File: src/rtl/cale_de_control_param_if.sv
// Start/ack handshake and datapath-control bundle for cale_de_control_param.
// master = requester/consumer side, slave = the control FSM.
interface cale_de_control_param_if #(
    parameter int unsigned CNT_W = 4
);
    logic             start;
    logic             ack;
    logic             abort;
    logic             reset_cd;
    logic             load;
    logic             busy;
    logic             ready_s;
    logic [CNT_W-1:0] cnt;

    modport master (
        output start, ack, abort,
        input  reset_cd, load, busy, ready_s, cnt
    );

    modport slave (
        input  start, ack, abort,
        output reset_cd, load, busy, ready_s, cnt
    );
endinterface

File: src/rtl/cale_de_control_param.sv
// Moore control FSM for the LDH datapath: qualifies start, clears, loads, runs for
// LATENCY cycles, then presents ready_s until ack (or automatically with AUTO_ACK).
module cale_de_control_param #(
    parameter int unsigned LATENCY  = 3,
    parameter int unsigned CNT_W    = 4,
    parameter bit          AUTO_ACK = 1'b0
) (
    input logic                    clk,
    input logic                    reset,
    cale_de_control_param_if.slave bus
);

    if (LATENCY < 1 || LATENCY > (64'd1 << CNT_W)) begin : g_bad_latency
        $error("cale_de_control_param: LATENCY must lie in 1..2**CNT_W");
    end

    typedef enum logic [2:0] {
        StIdle  = 3'd0,
        StArmed = 3'd1,
        StLoad  = 3'd2,
        StRun   = 3'd3,
        StDone  = 3'd4
    } state_e;

    state_e           state_q, state_d;
    logic [CNT_W-1:0] cnt_q, cnt_d;
    logic             reset_cd_q, load_q, busy_q, ready_s_q;

    always_comb begin
        state_d = StIdle;
        cnt_d   = '0;
        if (bus.abort && state_q != StIdle) begin
            state_d = StIdle;
        end else begin
            case (state_q)
                StIdle:  state_d = bus.start ? StArmed : StIdle;
                StArmed: state_d = bus.start ? StArmed : StLoad;
                StLoad: begin
                    state_d = StRun;
                    cnt_d   = CNT_W'(LATENCY - 1);
                end
                StRun: begin
                    if (cnt_q != '0) begin
                        state_d = StRun;
                        cnt_d   = cnt_q - CNT_W'(1);
                    end else begin
                        state_d = StDone;
                    end
                end
                StDone: begin
                    // Restart beats ack so a waiting requester is never dropped.
                    if (bus.start) begin
                        state_d = StArmed;
                    end else if (bus.ack || AUTO_ACK) begin
                        state_d = StIdle;
                    end else begin
                        state_d = StDone;
                    end
                end
                default: state_d = StIdle;
            endcase
        end
    end

    // Outputs are registered from the next state so they line up with state_q.
    always_ff @(posedge clk or negedge reset) begin
        if (!reset) begin
            state_q    <= StIdle;
            cnt_q      <= '0;
            reset_cd_q <= 1'b0;
            load_q     <= 1'b0;
            busy_q     <= 1'b0;
            ready_s_q  <= 1'b0;
        end else begin
            state_q    <= state_d;
            cnt_q      <= cnt_d;
            reset_cd_q <= (state_d == StArmed);
            load_q     <= (state_d == StLoad);
            busy_q     <= (state_d == StRun);
            ready_s_q  <= (state_d == StDone);
        end
    end

    assign bus.reset_cd = reset_cd_q;
    assign bus.load     = load_q;
    assign bus.busy     = busy_q;
    assign bus.ready_s  = ready_s_q;
    assign bus.cnt      = cnt_q;

endmodule

File: src/flat_wrapper.sv
// flat-port wrapper written by rule: the top's interface ports become plain ports
module cale_de_control_param_flat 
#(
    parameter int unsigned LATENCY  = 3,
    parameter int unsigned CNT_W    = 4,
    parameter bit          AUTO_ACK = 1'b0
)
  (clk, reset, bus_start, bus_ack, bus_abort, bus_reset_cd, bus_load, bus_busy, bus_ready_s, bus_cnt);
  cale_de_control_param_if #(.CNT_W(CNT_W)) bus_i ();
  input logic clk;
  input logic reset;
  input wire logic [$bits(bus_i.start)-1:0] bus_start;
  input wire logic [$bits(bus_i.ack)-1:0] bus_ack;
  input wire logic [$bits(bus_i.abort)-1:0] bus_abort;
  output wire logic [$bits(bus_i.reset_cd)-1:0] bus_reset_cd;
  output wire logic [$bits(bus_i.load)-1:0] bus_load;
  output wire logic [$bits(bus_i.busy)-1:0] bus_busy;
  output wire logic [$bits(bus_i.ready_s)-1:0] bus_ready_s;
  output wire logic [$bits(bus_i.cnt)-1:0] bus_cnt;
  assign bus_i.start = bus_start;
  assign bus_i.ack = bus_ack;
  assign bus_i.abort = bus_abort;
  assign bus_reset_cd = bus_i.reset_cd;
  assign bus_load = bus_i.load;
  assign bus_busy = bus_i.busy;
  assign bus_ready_s = bus_i.ready_s;
  assign bus_cnt = bus_i.cnt;
  cale_de_control_param #(.LATENCY(LATENCY), .CNT_W(CNT_W), .AUTO_ACK(AUTO_ACK)) u_core (.clk(clk), .reset(reset), .bus(bus_i));
endmodule
File: config.mk
export PLATFORM = sky130hd
export DESIGN_NAME = cale_de_control_param_flat
export DESIGN_NICKNAME = d
export VERILOG_FILES = /design/src/rtl/cale_de_control_param_if.sv /design/src/rtl/cale_de_control_param.sv /design/src/flat_wrapper.sv
export SDC_FILE = /design/constraint.sdc
export NUM_CORES = 1
export LEC_CHECK = 0
export CAP_MARGIN = 0
export CORE_AREA = 2 2 39 41
export DETAILED_ROUTE_END_ITERATION = 10
export DIE_AREA = 0 0 41 43
export PLACE_DENSITY = 0.7
export SLEW_MARGIN = 10
export SYNTH_ARGS = -nofsm -noshare
export SYNTH_HDL_FRONTEND = slang
export SYNTH_SLANG_ARGS = --single-unit
File: constraint.sdc
create_clock -name clk -period 2.2 [get_ports clk]
set_clock_uncertainty 0.05 [all_clocks]
set_input_delay 0.33 -clock clk [delete_from_list [all_inputs] [get_ports clk]]
set_output_delay 0.33 -clock clk [all_outputs]
set_load 0.02 [all_outputs]
Yosys cells after proc, flatten, opt, wreduce, memory -nomap -nowiden
Index checks and enable logic that the tools add are counted.
{ "word_totals": {"ram_bits": 0, "romBits": 0, "latch_bits": 0, "regBits": 11, "word_cells": 29, "in_bits": 5, "n_memories": 0, "output_inout_bits": 8} }
{ "op_classes": {"n_eq_ne": 8, "n_reduce_logical": 4, "div": 0, "order_cmp": 0, "shift": 0, "mux": 10, "n_mul": 0, "n_bitwise": 0, "addsub": 1} }
{ "ops": {"columns": ["operator", "n"], "rows": [
  ["$pmux 3 s5", 1],
  ["$eq 3x2->1 const B", 4],
  ["$mux 3", 4],
  ["$mux 4", 2],
  ["$pmux 4 s2", 1],
  ["$eq 3x1->1 const B", 2],
  ["$eq 3x3->1 const B", 2],
  ["$reduce_bool 4->1", 1],
  ["$sub 4x1->4 const B", 1],
  ["$logic_not 3->1", 1],
  ["$reduce_bool 3->1", 1],
  ["$mux 2", 1],
  ["$logic_and 1x1->1", 1],
  ["$mux 1", 1]
]} }

Logic depth before layout (Yosys ltp)
{ "logic_depth": {"ltp_word": 5, "depth_mapped": 5, "mapped_depth_nobuf": 5} }

Least setup slack after synthesis
Ideal clock, no wire load.
{ "synth_timing": {"kind": "register -> register", "start": "register u_core.cnt_q[0] (netlist: u_core.bus.cnt[0])", "end": "register u_core.state_q[0]", "t_arrival_ns": 1.364, "path_stages_with_launch": 6, "path_slack_ns": 0.717, "t_required_ns": 2.081, "synth_period_minus_slack_ns": 1.483, "path_cell_list": "dfrtp_1 inv_1 ha_1 nor4bb_1 or4_1 nand3_1"} }
{ "synth_between": {"elab_chain_len": 4} }
{ "synth_rtl": {"columns": ["item", "line_no", "text"], "rows": [
  ["start, declared", "cale_de_control_param.sv:26", "logic [CNT_W-1:0] cnt_q, cnt_d;"],
  ["start signal, assigned", "cale_de_control_param.sv:76", "cnt_q <= cnt_d;"],
  ["$reduce_bool 4->1", "cale_de_control_param.sv:43", "if (cnt_q != '0) begin"],
  ["$mux 3", "cale_de_control_param.sv:43", null],
  ["$pmux 3 s5", "cale_de_control_param.sv:35", "case (state_q)"],
  ["$mux 3", "cale_de_control_param.sv:32", "if (bus.abort && state_q != StIdle) begin"],
  ["via u_core.state_d[0]", "cale_de_control_param.sv:25", "state_e state_q, state_d;"],
  ["end signal, assigned", "cale_de_control_param.sv:68", "state_q <= StIdle;"],
  ["end signal, assigned", "cale_de_control_param.sv:75", "state_q <= state_d;"],
  ["end, declared", "cale_de_control_param.sv:25", null]
]} }
The timed path passes the listed nets, and every way through them passes these cells.

Worst setup path in the final report
{ "layout_timing": {"start": "register u_core.cnt_q[2] (netlist: u_core.bus.cnt[2])", "end": "output port bus_cnt[2]"} }
{ "layout_lines": {"columns": ["item", "line_no", "text"], "rows": [
  ["end, declared", "flat_wrapper.sv:19", "output wire logic [$bits(bus_i.cnt)-1:0] bus_cnt;"]
]} }
No word-level cell between the ends.

==> run metrics <==
status finished, final reports clean; Gate power share 23.2%; crit path max fanout 6; fin crit share 77.7%; synth warn 0; CTS Buf Count 3; HPWL Detailed 671 microns; Seq pwr share 50.7%; routed len/inst roughly 10 microns; crit-path cells clkdlybuf4s50_1; Worst Slack Setup Final between 0.4 and 0.5 ns; vias per inst 5.15; Synth Instances 49; Routed Antenna Nets 0; Syn Nets 55; shortest period the worst path allows 1.71 ns; Setup TNS 0 ns; RSZ-0062 raised after global routing no; max_slew headroom slightly below 70%; RR Startpoint u_core.bus.cnt[0]; synthesized cell area between 400 and 500 sq um; Die Y 43 microns; Pleak 0.300 nW; Worst R2R End u_core.state_q[1]; drt total wl 832 microns; Worst Tran Pin Value between 0.4 and 0.5 ns; library cells used by synthesis 23; FP Rows 14; share of cells above drive strength 1 7.81%; worst reg2reg path depth 5; Port Buffers 12; Setup violations, final 0; Final Hold Vio Count 0; vias in the first global route between 300 and 400; fmax between 500 and 600 MHz; antenna violations before repair 0; antenna cells 0; die extent in x 41 microns; H-tree lvl count 1; largest net degree at the start of global routing 12; post-synth top area share 55.1%; io pins 13; die area 1760 sq um; Critical Path Start Type register; Final #Nets slightly above 70; P_sw 0.146 mW; cts repair resizes 0; pre-CTS setup slack around 0.56 ns; clock power share a little over a quarter; total number of vias between 400 and 500; Worst setup EP type output port; flop2flop setup slack 0.75 ns; Slew Limit Fails 0; core box area 1380 sq um; Cell Int Power 0.355 mW; CTS root buf clkbuf_4; Area contributors post-synth dfrtp_1, nor2_1, o21ai_0; worst skew pair latency 0.26 ns; CTS tree yes; gpl congestion 0.734; Initial DRC Count 8; Yosys top cell by area dfrtp_1; crit path kind register to output port; Initial Util 36.1%; gr ovfl total 0; Max-cap violations 0; Max Buffers Root-to-Sink 2; Max stage delay cell, worst path clkdlybuf4s50_1; commonest non-fill, non-tap cell in the layout clkdlybuf4s50_1; max incr delay on CP 0.64 ns; Seq/Total Area, Yosys between 50% and 60%; cts-stage hold buffer count 0; CTS Sinks 11; Min-Delay Path Class primary input to async pin; IR drop worst, VDD 0.000310 V; Avg Synthesized Cell Area just over 10 sq um; Synth Flop Type dfrtp_1; DRC viols 0; Tot GR Track Use 11.0%; post-CTS setup buffers 0; power per cell area around 760 nW/um^2; CTS clock-pin slew for the worst setup and hold paths 0.06 ns; first-pass GRT wire length 1.28 mm; DRT Pass-1 Iters 4; Required @ worst endpoint 1.82 ns; sw frac between 20 and 30%; Seq cells post-synth 11; commonest non-fill, non-tap cells in the layout clkdlybuf4s50_1, dfrtp_1, nor2_1, o21ai_0; Arr. time, crit path 1.33 ns; asr flop ratio synth 100%; Top Family by Delay on Critical Path buffers and inverters; Buf/Inv on CP 1; number of enable flip-flop cells after synthesis 0; Area growth syn-to-layout 32.6%
## stage by stage
| stage | instances | util [%] | area, sq um | power, mW | hold slack (ns) |
|---|---|---|---|---|---|
| 2_1_floorplan | 49 | - | 499 | 0.328 | -0.0156 |
| 4_1_cts | 80 | 47.8 | 662 | 0.503 | 0.363 |
| 6_report | 80 | 47.8 | 662 | 0.500 | 0.338 |
| 3_3_place_gp | 76 | 45.9 | 636 | 0.374 | 0.436 |
| 5_1_grt | 80 | 47.8 | 662 | 0.527 | 0.379 |
| 3_5_place_dp | 76 | 45.9 | 636 | 0.376 | 0.437 |
## layer usage
layer,track usage (%),up-vias,wire (microns)
met1,14.0,192,365
met3,3.14,2,55
met5,0,-,0
li1,-,203,-
met4,8.00,0,14
met2,15.3,15,397
## worst max path at each step
stage                           start           endpoint  slack [ns]  depth (start not counted)
finish              u_core.bus.cnt[2]         bus_cnt[2]        0.49                          1
global placement            bus_abort  u_core.bus.cnt[0]        0.61                          4
global route        u_core.bus.cnt[2]         bus_cnt[2]        0.43                          1
floorplan           u_core.bus.cnt[0]  u_core.state_q[0]        0.72                          5
detailed placement          bus_abort  u_core.bus.cnt[0]        0.56                          4
CTS                 u_core.bus.cnt[2]         bus_cnt[2]        0.48                          1
## sequential cells by signal (all words and copies together) (netlist names)
register             flops
u_core.bus.reset_cd      1
u_core.bus.busy          1
u_core.bus.load          1
u_core.bus.ready_s       1
u_core.bus.cnt           4
u_core.state_q           3
## layout make-up
class                           count  area, sq um
Clock buffer                        4         26.3
Timing Repair Buffer               12          120
Inverter                            2         7.51
Sequential cell                    11          275
Tap cell                           16         20.0
Fill cell                         139          722
Multi-Input combinational cell     35          213
## power by group through the flow
stage / clock, mW / sequential (mW) / combinational, mW
after global routing: 0.141 / 0.258 / 0.128
after floorplan: 0 / 0.256 / 0.0725
after detailed placement: 0 / 0.258 / 0.118
final: 0.131 / 0.254 / 0.116
after global placement: 0 / 0.258 / 0.116
after CTS: 0.130 / 0.254 / 0.118
## cell usage after synthesis (all sizes together), types with 2 or more instances
| library cell | n |
|---|---|
| nand2 | 2 |
| nor2 | 7 |
| dfrtp | 11 |
| and3 | 3 |
| nor3 | 2 |
| inv | 2 |
| nand3 | 3 |
| o21ai | 4 |
| a21oi | 2 |
## cells by family after synthesis
| family | count (synthesis) | share of synthesized area [%] |
|---|---|---|
| buffers and inverters | 3 | 2.26 |
| AND/OR/NAND/NOR | 25 | 28.8 |
| AO/OA/AOI/OAI | 8 | 9.27 |
| adder cells (fa/ha/maj) | 1 | 2.51 |
| flip-flops | 11 | 55.1 |
| multiplexers | 1 | 2.01 |
No activity file was read; power rests on OpenSTA's default activity.
